[src/rtl/enc_pkg.sv]
// Shared types and constants for the 5x5 matrix encoder: line geometry, controller
// states and the coordinate permutation applied once per round.
package enc_pkg;

    localparam int unsigned LINE_W = 25;
    localparam int unsigned DIM    = 5;

    typedef enum logic [1:0] {
        S_IDLE  = 2'd0,
        S_ROUND = 2'd1,
        S_OUT   = 2'd2
    } state_e;

    // Destination bit index for source bit i; bit i sits at cell x=i%5, y=i/5.
    function automatic int unsigned perm_idx(input int unsigned i);
        int unsigned x;
        int unsigned y;
        int unsigned nx;
        int unsigned ny;
        x  = (i % DIM + 3) % DIM;
        y  = (i / DIM + 3) % DIM;
        nx = (y + 2) % DIM;
        ny = (2 * x + 3 * y + 2) % DIM;
        return ny * DIM + nx;
    endfunction

endpackage

[src/rtl/matrix_permute.sv]
// One round of the 5x5 coordinate permutation; pure wiring, every input bit lands
// on exactly one output bit.
module matrix_permute
    import enc_pkg::*;
(
    input  logic [LINE_W-1:0] line_i,
    output logic [LINE_W-1:0] line_o
);

    for (genvar i = 0; i < int'(LINE_W); i++) begin : g_bit
        assign line_o[perm_idx(i)] = line_i[i];
    end

endmodule

[src/rtl/encoder_round_ctrl.sv]
// Round sequencer for the matrix encoder: accepts a line, permutes it ROUNDS times
// in place, then offers it downstream while counting lines per frame.
module encoder_round_ctrl
    import enc_pkg::*;
#(
    parameter int unsigned N         = 25,
    parameter int unsigned ROUNDS    = 1,
    parameter int unsigned NUM_LINES = 64
) (
    input  logic         clk,
    input  logic         rst,
    input  logic         in_valid,
    output logic         in_ready,
    input  logic [N-1:0] in_line,
    output logic         out_valid,
    input  logic         out_ready,
    output logic [N-1:0] out_line,
    output logic         wr_en,
    output logic         busy,
    output logic [7:0]   round_idx,
    output logic         frame_done
);

    localparam int unsigned     CntW      = (NUM_LINES > 1) ? $clog2(NUM_LINES) : 1;
    localparam logic [CntW-1:0] LastLine  = CntW'(NUM_LINES - 1);
    localparam logic [7:0]      RoundsL   = 8'(ROUNDS);
    localparam logic [7:0]      LastRound = 8'((ROUNDS == 0) ? 32'd0 : ROUNDS - 1);
    localparam state_e          LoadState = (ROUNDS == 0) ? S_OUT : S_ROUND;

    state_e          state_q, state_d;
    logic [N-1:0]    line_q, line_d;
    logic [N-1:0]    perm_line;
    logic [7:0]      round_q, round_d;
    logic [CntW-1:0] cnt_q, cnt_d;
    logic            out_hs;

    matrix_permute u_permute (
        .line_i (line_q),
        .line_o (perm_line)
    );

    assign out_hs = (state_q == S_OUT) & out_ready;

    always_comb begin
        state_d = state_q;
        line_d  = line_q;
        round_d = round_q;
        cnt_d   = cnt_q;
        unique case (state_q)
            S_IDLE: begin
                if (in_valid) begin
                    line_d  = in_line;
                    round_d = 8'd0;
                    state_d = LoadState;
                end
            end
            S_ROUND: begin
                line_d  = perm_line;
                round_d = round_q + 8'd1;
                if (round_q == LastRound) begin
                    state_d = S_OUT;
                end
            end
            S_OUT: begin
                if (out_ready) begin
                    cnt_d = (cnt_q == LastLine) ? '0 : cnt_q + 1'b1;
                    // A waiting line is taken in the same cycle to avoid a bubble.
                    if (in_valid) begin
                        line_d  = in_line;
                        round_d = 8'd0;
                        state_d = LoadState;
                    end else begin
                        state_d = S_IDLE;
                    end
                end
            end
            default: state_d = S_IDLE;
        endcase
    end

    always_ff @(posedge clk or negedge rst) begin
        if (!rst) begin
            state_q <= S_IDLE;
            line_q  <= '0;
            round_q <= 8'd0;
            cnt_q   <= '0;
        end else begin
            state_q <= state_d;
            line_q  <= line_d;
            round_q <= round_d;
            cnt_q   <= cnt_d;
        end
    end

    // in_ready follows out_ready combinationally while a result is on offer.
    assign in_ready   = (state_q == S_IDLE) | out_hs;
    assign out_valid  = (state_q == S_OUT);
    assign out_line   = line_q;
    assign wr_en      = out_hs;
    assign frame_done = out_hs & (cnt_q == LastLine);
    assign busy       = (state_q == S_ROUND) | (state_q == S_OUT);
    assign round_idx  = round_q;

    a_out_hold: assert property (@(posedge clk) disable iff (!rst)
        (out_valid && !out_ready) |=> (out_valid && $stable(out_line)));

    a_round_sat: assert property (@(posedge clk) disable iff (!rst)
        round_idx <= RoundsL);

endmodule

[config.mk]
export PLATFORM = sky130hd
export DESIGN_NAME = encoder_round_ctrl
export DESIGN_NICKNAME = d
export VERILOG_FILES = /design/src/rtl/enc_pkg.sv /design/src/rtl/matrix_permute.sv /design/src/rtl/encoder_round_ctrl.sv
export SDC_FILE = /design/constraint.sdc
export NUM_CORES = 1
export LEC_CHECK = 0
export ABC_AREA = 1
export BUFFER_PORTS_ARGS = -buffer_cell sky130_fd_sc_hd__buf_2
export CAP_MARGIN = 20
export CORE_MARGIN = 1
export CORE_UTILIZATION = 55
export DETAILED_ROUTE_END_ITERATION = 10
export PLACE_DENSITY = 0.88
export SLEW_MARGIN = 0
export SYNTH_ARGS = -nofsm -noshare
export SYNTH_HDL_FRONTEND = slang
export SYNTH_SLANG_ARGS = --single-unit
[constraint.sdc]
create_clock -name clk -period 2.9 [get_ports clk]
set_input_delay 0.435 -clock clk [delete_from_list [all_inputs] [get_ports clk]]
set_output_delay 0.435 -clock clk [all_outputs]
set_load 0.05 [all_outputs]
==> results of run 1 <==
[Yosys cell counts (all sizes together)]
cell type	instances	area, µm²
buf	10	77.57
mux2i	9	90.09
nor3	2	10.01
o211ai	1	7.510
inv	21	78.83
nor2	44	182.7
o21ai	20	100.1
xor2	1	8.760
a21oi	2	10.01
dfrtp	41	1026
xnor2	1	8.760
nand3	13	77.58
ha	7	87.58
or2	1	6.260
nand4	4	25.02
o31ai	14	165.1
nand2	71	279.0
[final cells by class]
class | count | area, µm²
clock buffer | 6 | 82.58
clock inverter | 1 | 7.507
fill | 298 | 1112
inverter | 21 | 78.83
multi-input combinational | 190 | 1059
sequential | 41 | 1026
tap | 48 | 60.06
timing repair buffer | 68 | 345.3
[worst max-delay path, cell delays in order (launching register included)]
cell and delay (ns):
sky130_fd_sc_hd__dfrtp_1 0.43, sky130_fd_sc_hd__inv_2 0.10, sky130_fd_sc_hd__ha_1 0.25, sky130_fd_sc_hd__nand2_2 0.13
sky130_fd_sc_hd__nor2_1 0.23, sky130_fd_sc_hd__nand3_1 0.13, sky130_fd_sc_hd__inv_1 0.09, sky130_fd_sc_hd__buf_2 0.26
[flip-flops by register name (all words and copies together), names as in the netlist]
name	count
out_line	25
cnt_q	6
state_q	2
round_idx	8
[logic make-up (layout without fill, tap and decap cells)]
| family | count (synthesis) | count (layout) | synth area share |
|---|---|---|---|
| XOR/XNOR | 2 | 2 | 0.007818 |
| flip-flops | 41 | 41 | 0.4578 |
| AND/OR/NAND/NOR | 135 | 135 | 0.2591 |
| buffers and inverters | 31 | 96 | 0.06979 |
| AO/OA/AOI/OAI | 37 | 37 | 0.1262 |
| adder cells (fa/ha/maj) | 7 | 7 | 0.03908 |
| multiplexers | 9 | 9 | 0.04020 |
[layout by cell type (no fill, tap or decap)]
master,n
sky130_fd_sc_hd__o31ai_1,2
sky130_fd_sc_hd__nand2_1,66
sky130_fd_sc_hd__dfrtp_1,41
sky130_fd_sc_hd__nand4_1,4
sky130_fd_sc_hd__ha_1,7
sky130_fd_sc_hd__xor2_1,1
sky130_fd_sc_hd__nand3_4,1
sky130_fd_sc_hd__o21ai_0,16
sky130_fd_sc_hd__o31ai_2,12
sky130_fd_sc_hd__clkinvlp_4,1
sky130_fd_sc_hd__or2_2,1
sky130_fd_sc_hd__clkbuf_8,6
sky130_fd_sc_hd__buf_2,66
sky130_fd_sc_hd__nor2_4,2
sky130_fd_sc_hd__nor2_2,1
sky130_fd_sc_hd__a21oi_1,2
sky130_fd_sc_hd__o211ai_1,1
sky130_fd_sc_hd__xnor2_1,1
sky130_fd_sc_hd__nand3_1,12
sky130_fd_sc_hd__inv_1,19
sky130_fd_sc_hd__nand2_2,5
sky130_fd_sc_hd__buf_4,2
sky130_fd_sc_hd__mux2i_1,9
sky130_fd_sc_hd__nor2_1,41
sky130_fd_sc_hd__inv_2,2
sky130_fd_sc_hd__o21ai_1,4
sky130_fd_sc_hd__nor3_1,2
[routing by layer]
| metal | track usage | wire [µm] |
|---|---|---|
| met3 | 0.07241 | 271 |
| met1 | 0.3016 | 2139 |
| met4 | 0.1033 | 80 |
| met2 | 0.3954 | 2292 |
| met5 | 0 | 0 |
[per-stage QoR]
step                worst slack, ns  power (W)  hold slack [ns]
global placement             0.9605   0.002975           0.4623
detailed placement           0.8856   0.003029           0.4898
finish                       0.5588   0.003398           0.2551
CTS                          0.5514   0.003418           0.2847
global route                 0.4221   0.003624           0.3290
floorplan                    0.5976   0.002656           0.1394
[power groups by stage]
| stage | combinational, W | sequential (W) | clock, W |
|---|---|---|---|
| after floorplan | 0.00102 | 0.00164 | 0 |
| after global placement | 0.00197 | 0.00100 | 0 |
| after detailed placement | 0.00202 | 0.00101 | 0 |
| after CTS | 0.00202 | 0.00100 | 0.000395 |
| after global routing | 0.00216 | 0.00103 | 0.000430 |
| final | 0.00201 | 0.00100 | 0.000387 |
[worst min-delay path by stage]
| stage | depth (start not counted) | to | start | slack, ns |
|---|---|---|---|---|
| after global placement | 2 | out_line[12] | out_line[12] | 0.46 |
| final | 1 | cnt_q[2] | rst | 0.26 |
| after CTS | 1 | cnt_q[2] | rst | 0.28 |
| after global routing | 1 | cnt_q[2] | rst | 0.33 |
| after detailed placement | 1 | cnt_q[5] | cnt_q[5] | 0.49 |
| after floorplan | 0 | cnt_q[0] | rst | 0.14 |
==> metrics.txt, run 1 <==
# TYPE chip_impl_metric gauge
chip_impl_info{name="grt_setup_unrepaired",value="no"} 1
chip_impl_metric{name="initialDrtViolationCount",unit=""} 108
chip_impl_metric{name="layout.cells.non_filler",unit=""} 375
chip_impl_metric{name="vias",unit=""} 1961
chip_impl_metric{name="cts_num_sinks",unit=""} 41
chip_impl_metric{name="synth.yosys.seq_area_share",unit=""} 0.4578
chip_impl_metric{name="fin_nets",unit=""} 363
chip_impl_metric{name="internal_power",unit="W"} 0.001528
chip_impl_info{name="worstSetupEndpointType",value="output pin"} 1
chip_impl_metric{name="leakagePower",unit="nW"} 1.401
chip_impl_metric{name="fraction_of_the_cycle_the_final_worst_path_needs",unit=""} 0.8073
chip_impl_info{name="tritoncts_clock_tree",value="yes"} 1
chip_impl_info{name="critPathLaunchType",value="flip-flop"} 1
chip_impl_metric{name="globalRoute.totalOverflow",unit=""} 0
chip_impl_metric{name="p_sw_frac",unit=""} 0.5503
chip_impl_metric{name="layout.cell_area.non_filler",unit="mm²"} 0.002659
chip_impl_metric{name="synth_nets",unit=""} 298
chip_impl_metric{name="chipWidth",unit="µm"} 65.83
chip_impl_metric{name="final_routed_wirelength",unit="mm"} 4.784
chip_impl_metric{name="clkPwrFrac",unit=""} 0.114
chip_impl_info{name="r2r_start",value="state_q[0]"} 1
chip_impl_metric{name="hold_viol",unit=""} 0
chip_impl_metric{name="synth-seq-cells",unit=""} 41
chip_impl_metric{name="cts_inserted_buffers",unit=""} 5
chip_impl_metric{name="fin_skew",unit="ns"} 0.007262
chip_impl_metric{name="reg2reg_setup_slack",unit="ns"} 0.92
chip_impl_metric{name="postSynthCellCount",unit=""} 262
chip_impl_metric{name="die_height",unit="µm"} 65.83
chip_impl_metric{name="power.share.sequential",unit=""} 0.296
chip_impl_metric{name="finalMaxSlewViolations",unit=""} 0
chip_impl_metric{name="layout_min_cycle_time",unit="ns"} 2.341
chip_impl_metric{name="placement_rows",unit=""} 22
chip_impl_metric{name="worst-slew-pin-transition",unit="ns"} 0.8999
chip_impl_metric{name="largest_net_degree_at_the_start_of_global_routing",unit=""} 55
chip_impl_info{name="worst_setup_path_startpoint",value="state_q[0]"} 1
chip_impl_metric{name="routed_via_density",unit=""} 5.229
chip_impl_metric{name="antenna_violations_before_repair",unit=""} 0
chip_impl_metric{name="cts_hold_buffers",unit=""} 0
chip_impl_metric{name="r2r_cells",unit=""} 8
chip_impl_metric{name="mean_instance_size_in_the_synthesized_netlist",unit="µm²"} 8.553
chip_impl_metric{name="wl_per_cell",unit="µm"} 12.76
chip_impl_metric{name="crit_arrival",unit="ns"} 1.91
chip_impl_metric{name="first_global_vias",unit=""} 1791
chip_impl_metric{name="clk_pin_slew",unit="ns"} 0.08
chip_impl_metric{name="power-per-cell-area",unit="mW/mm²"} 1278
chip_impl_metric{name="final_setup_viols",unit=""} 0
chip_impl_metric{name="dp_cells",unit=""} 368
chip_impl_metric{name="hpwl",unit="mm"} 3.445
chip_impl_info{name="clock_tree.root_cell",value="sky130_fd_sc_hd__clkbuf_8"} 1
chip_impl_info{name="worstHoldPathType",value="in -> async"} 1
chip_impl_metric{name="grt.total_usage",unit=""} 0.2444
chip_impl_metric{name="worstSkewPairLatency",unit="ns"} 0.30
chip_impl_metric{name="max-clock-path-buffers",unit=""} 2
chip_impl_metric{name="part_of_the_power_in_combinational_logic",unit=""} 0.590
chip_impl_metric{name="timing.max_cap.violations",unit=""} 0
chip_impl_info{name="critical_path.endpoint",value="frame_done"} 1
chip_impl_metric{name="floorplan.die_area",unit="mm²"} 0.004334
chip_impl_metric{name="power.switching",unit="W"} 0.001870
chip_impl_metric{name="antenna_cells",unit=""} 0
chip_impl_metric{name="core-area",unit="mm²"} 0.003771
chip_impl_metric{name="required",unit="ns"} 2.47
chip_impl_metric{name="yosys.cell_types.count",unit=""} 26
chip_impl_metric{name="htree_num_levels",unit=""} 2
chip_impl_metric{name="finish.utilization",unit=""} 0.7050
chip_impl_metric{name="floorplan.io_pins",unit=""} 67
chip_impl_info{name="timing.setup.critical_path_class",value="reg -> out"} 1
chip_impl_metric{name="slew_margin_rel",unit=""} 0.4000
chip_impl_metric{name="initial_utilization",unit=""} 0.5942
chip_impl_metric{name="finalSetupTns",unit="ns"} 0
chip_impl_info{name="result_of_the_run",value="finished, final reports clean"} 1
chip_impl_metric{name="final_antenna_violating_net_count",unit=""} 0
chip_impl_metric{name="critPathMaxFanout",unit=""} 6
chip_impl_metric{name="place_congestion",unit=""} 0.8056
chip_impl_metric{name="placement.io_buffers",unit=""} 66
chip_impl_metric{name="max_freq",unit="GHz"} 0.4271
chip_impl_metric{name="grt_pass1_wl",unit="mm"} 7.879
chip_impl_metric{name="vdd_ir_drop_max",unit="mV"} 0.7351
chip_impl_metric{name="post_route_cells_drive_above_1_share",unit=""} 0.3028
chip_impl_metric{name="area.growth.synth_to_final",unit="%"} 18.65
chip_impl_metric{name="cts-resized-gates",unit=""} 0
chip_impl_metric{name="drt_pre_antenna_iters",unit=""} 4
chip_impl_metric{name="post_synth_instance_area",unit="mm²"} 0.002241
chip_impl_metric{name="placed_area",unit="mm²"} 0.002569
chip_impl_metric{name="setup_buffers_after_cts",unit=""} 0
chip_impl_metric{name="yosys_warnings",unit=""} 0
chip_impl_metric{name="remaining_drc_errors",unit=""} 0
chip_impl_info{name="worst_r2r_endpoint",value="round_idx[4]"} 1
(Power assumes the default switching activity.)
==> run 2, diff against run 1 <==
Settings changed: ABC_AREA 1 to 0, CORE_UTILIZATION 55 to 45, PLACE_DENSITY 0.88 to 0.79.
Clock period 2.9 ns to 1.9 ns, I/O delays scaled along.
==> run 2 against run 1 <==
Against the previous run:
- cell area about the same
- non-clock buffer count rose by 6
- largest power group unchanged
- clock-buffer cell count grew 1
- sequential share of layout area grew 0.066 points
- first-iteration DRC count shrank 62%
- combinational power is 49% higher
- critical path type unchanged
- synthesized cell count down 21%
- register-to-register slack got worse by 0.73 ns
- via count fell by 10%
==> metrics.txt, run 2 <==
# TYPE chip_impl_metric gauge
chip_impl_info{name="worstSetupEndpointType",value="output pin"} 1
chip_impl_metric{name="grt.total_usage",unit=""} 0.1913
chip_impl_metric{name="area.growth.synth_to_final",unit="%"} 28.88
chip_impl_metric{name="synth.yosys.seq_area_share",unit=""} 0.4976
chip_impl_info{name="critPathTopFamily",value="flip-flops"} 1
chip_impl_metric{name="mean_instance_size_in_the_synthesized_netlist",unit="µm²"} 9.913
chip_impl_metric{name="largest_reg_flops",unit=""} 25
chip_impl_metric{name="critical_path.max_stage_delay",unit="ns"} 0.39
chip_impl_metric{name="post_route_cells_drive_above_1_share",unit=""} 0.3321
chip_impl_metric{name="worst-slew-pin-transition",unit="ns"} 0.5167
chip_impl_metric{name="required",unit="ns"} 1.62
chip_impl_metric{name="fin_skew",unit="ns"} 0.004473
chip_impl_metric{name="cts_inserted_buffers",unit=""} 5
chip_impl_info{name="netlist.top_cell.by_area",value="sky130_fd_sc_hd__dfrtp_1"} 1
chip_impl_metric{name="max_freq",unit="GHz"} 0.5516
chip_impl_info{name="synthTopCellsByArea",value="sky130_fd_sc_hd__dfrtp_1 (50%), sky130_fd_sc_hd__mux2i_1 (12%), sky130_fd_sc_hd__o21ai_0 (7.5%)"} 1
chip_impl_metric{name="layout_min_cycle_time",unit="ns"} 1.813
chip_impl_metric{name="leakagePower",unit="nW"} 1.304
chip_impl_metric{name="fin_nets",unit=""} 315
chip_impl_metric{name="fraction_of_the_cycle_the_final_worst_path_needs",unit=""} 0.9542
chip_impl_info{name="ys_dominant_reg_cell",value="sky130_fd_sc_hd__dfrtp_1"} 1
chip_impl_metric{name="finish.utilization",unit=""} 0.6062
chip_impl_metric{name="placement_rows",unit=""} 24
chip_impl_info{name="critPathLaunchType",value="flip-flop"} 1
chip_impl_metric{name="vias",unit=""} 1763
chip_impl_metric{name="core-area",unit="mm²"} 0.004384
chip_impl_metric{name="fin_total_pwr",unit="W"} 0.005254
chip_impl_metric{name="synth.top_cell.area_share",unit=""} 0.4976
chip_impl_metric{name="wl_per_cell",unit="µm"} 13.06
chip_impl_metric{name="largest_net_degree_at_the_start_of_global_routing",unit=""} 57
chip_impl_metric{name="finalMaxSlewViolations",unit=""} 0
chip_impl_info{name="critical-path-slowest-cell",value="sky130_fd_sc_hd__dfrtp_1"} 1
chip_impl_metric{name="place_congestion",unit=""} 0.8247
chip_impl_metric{name="final_routed_wirelength",unit="mm"} 4.336
chip_impl_info{name="result_of_the_run",value="finished, final reports clean"} 1
chip_impl_info{name="most-common-layout-cells",value="sky130_fd_sc_hd__buf_2 (65), sky130_fd_sc_hd__nand2_1 (40), sky130_fd_sc_hd__dfrtp_1 (40)"} 1
chip_impl_info{name="tritoncts_clock_tree",value="yes"} 1
chip_impl_metric{name="cts_num_sinks",unit=""} 41
chip_impl_metric{name="clkPwrFrac",unit=""} 0.138
chip_impl_info{name="timing.setup.critical_path_class",value="reg -> out"} 1
chip_impl_metric{name="routed_via_density",unit=""} 5.310
chip_impl_metric{name="final_setup_viols",unit=""} 0
chip_impl_metric{name="synth-seq-cells",unit=""} 41
chip_impl_metric{name="power-per-cell-area",unit="mW/mm²"} 1977
chip_impl_metric{name="chipWidth",unit="µm"} 69.69
chip_impl_metric{name="power.share.sequential",unit=""} 0.291
chip_impl_metric{name="cts_hold_buffers",unit=""} 0
chip_impl_metric{name="vdd_ir_drop_max",unit="mV"} 0.9581
chip_impl_metric{name="globalRoute.totalOverflow",unit=""} 0
chip_impl_metric{name="p_sw_frac",unit=""} 0.5162
chip_impl_metric{name="timing.max_cap.violations",unit=""} 0
chip_impl_metric{name="hpwl",unit="mm"} 2.980
chip_impl_metric{name="post_synth_instance_area",unit="mm²"} 0.002062
chip_impl_metric{name="synthArstFlopShare",unit=""} 1.000
chip_impl_info{name="clock_tree.root_cell",value="sky130_fd_sc_hd__clkbuf_8"} 1
chip_impl_metric{name="critPathMaxFanout",unit=""} 7
chip_impl_metric{name="floorplan.io_pins",unit=""} 67
chip_impl_metric{name="yosys.cell_types.count",unit=""} 34
chip_impl_metric{name="synth_nets",unit=""} 244
chip_impl_metric{name="crit_arrival",unit="ns"} 1.53
chip_impl_metric{name="synth_enable_flop_cells",unit=""} 0
chip_impl_metric{name="antenna_violations_before_repair",unit=""} 0
chip_impl_metric{name="hold_viol",unit=""} 0
chip_impl_metric{name="max-clock-path-buffers",unit=""} 2
chip_impl_metric{name="remaining_drc_errors",unit=""} 0
chip_impl_metric{name="part_of_the_power_in_combinational_logic",unit=""} 0.571
chip_impl_metric{name="initial_utilization",unit=""} 0.4703
chip_impl_metric{name="yosys_warnings",unit=""} 0
chip_impl_info{name="path_cells",value="inv_2, ha_4, nand2_4, clkinv_4, nand4_1, nor2_4, buf_6"} 1
chip_impl_metric{name="final_antenna_violating_net_count",unit=""} 0
chip_impl_info{name="post_synth_most_frequent_cells",value="sky130_fd_sc_hd__dfrtp_1 (41), sky130_fd_sc_hd__nand2_1 (41), sky130_fd_sc_hd__o21ai_0 (31)"} 1
chip_impl_metric{name="power.switching",unit="W"} 0.002712
chip_impl_metric{name="htree_num_levels",unit=""} 2
chip_impl_metric{name="worst-path-buf-inv",unit=""} 3
chip_impl_info{name="worstHoldPathType",value="in -> async"} 1
chip_impl_metric{name="antenna_cells",unit=""} 0
chip_impl_metric{name="whs",unit="ns"} 0.04875
chip_impl_metric{name="slew_margin_rel",unit=""} 0.6555
chip_impl_metric{name="clk_pin_slew",unit="ns"} 0.07
chip_impl_metric{name="die_height",unit="µm"} 69.69
chip_impl_metric{name="placement.io_buffers",unit=""} 66
chip_impl_info{name="layout_commonest_cell",value="sky130_fd_sc_hd__buf_2"} 1
chip_impl_metric{name="floorplan.die_area",unit="mm²"} 0.004857
chip_impl_metric{name="drt_pre_antenna_iters",unit=""} 4
chip_impl_metric{name="worstSkewPairLatency",unit="ns"} 0.29
chip_impl_metric{name="internal_power",unit="W"} 0.002542
chip_impl_metric{name="initialDrtViolationCount",unit=""} 41
chip_impl_metric{name="first_global_vias",unit=""} 1710
chip_impl_metric{name="postSynthCellCount",unit=""} 208
chip_impl_metric{name="grt_pass1_wl",unit="mm"} 7.410
-- run 2: changes by cell type after synthesis, sizes merged, moves of 4 or more --
cell    change
inv        -15
mux2i      +15
nand2      -30
nand3      -10
nor2       -38
o211ai      +4
o21ai      +12
o31ai      -11
-- run 2: cell type report --
| class | count | area, µm² |
|---|---|---|
| clock inverter | 1 | 30.03 |
| sequential | 41 | 1027 |
| fill | 376 | 1727 |
| inverter | 7 | 31.28 |
| tap | 52 | 65.06 |
| timing repair buffer | 74 | 421.7 |
| multi-input combinational | 150 | 996.0 |
| clock buffer | 7 | 86.33 |
-- run 2: per-layer routing --
layer  part of all wire  global-route usage  up-vias  routed length (µm)
li1                   -                   -      862                   -
met2               0.46              0.3215       59                2015
met3              0.068             0.06250        8                 297
met5                  0                   0        -                   0
met1               0.45              0.2313      834                1961
met4              0.014             0.06444        0                  62
-- run 2: final timing paths --
path	startpoint	end	slack [ns]	cells after the start
hold reg to reg	cnt_q[4]	cnt_q[4]	0.48	1
min in group clk	in_line[12]	out_line[12]	0.23	2
max in group asynchronous	rst	state_q[1]	1.47	2
hold / removal	rst	cnt_q[0]	0.05	2
setup / recovery	state_q[0]	frame_done	0.09	7
setup reg to reg	state_q[1]	state_q[0]	0.19	5
-- run 2: logic make-up (layout without fill, tap and decap cells) --
kind of cell / Yosys count / in the layout / share of synthesized area
fa+ha+maj: 7 / 7 / 0.04247
buf+inv: 17 / 89 / 0.03761
compound gates: 48 / 48 / 0.1353
xor+xnor: 5 / 5 / 0.02124
flops: 41 / 41 / 0.4976
mux: 25 / 25 / 0.1220
simple gates: 65 / 65 / 0.1438
-- run 2: repair_timing --
action,4_1_cts,5_1_grt
gates cloned,0,0
setup endpoints to repair,1,1
pin swaps,1,2
setup buffers,2,2
resized for setup,4,2
-- run 2: power groups by stage --
stage	Combinational [W]	Clock [W]	Sequential (W)
6_report	0.00300	0.000723	0.00153
4_1_cts	0.00302	0.000744	0.00152
3_3_place_gp	0.00294	0	0.00152
5_1_grt	0.00324	0.000782	0.00159
3_5_place_dp	0.00301	0	0.00153
2_1_floorplan	0.00136	0	0.00247
-- run 2: metrics by stage --
step | cells | setup TNS, ns | setup slack [ns] | instance area (µm²)
final | 332 | 0 | 0.08698 | 2658
after global routing | 332 | -0.01243 | -0.01243 | 2658
after CTS | 330 | 0 | 0.003936 | 2636
after detailed placement | 320 | 0 | 0.1310 | 2496
after global placement | 320 | 0 | 0.2018 | 2496
after floorplan | 208 | 0 | 0.009620 | 2087
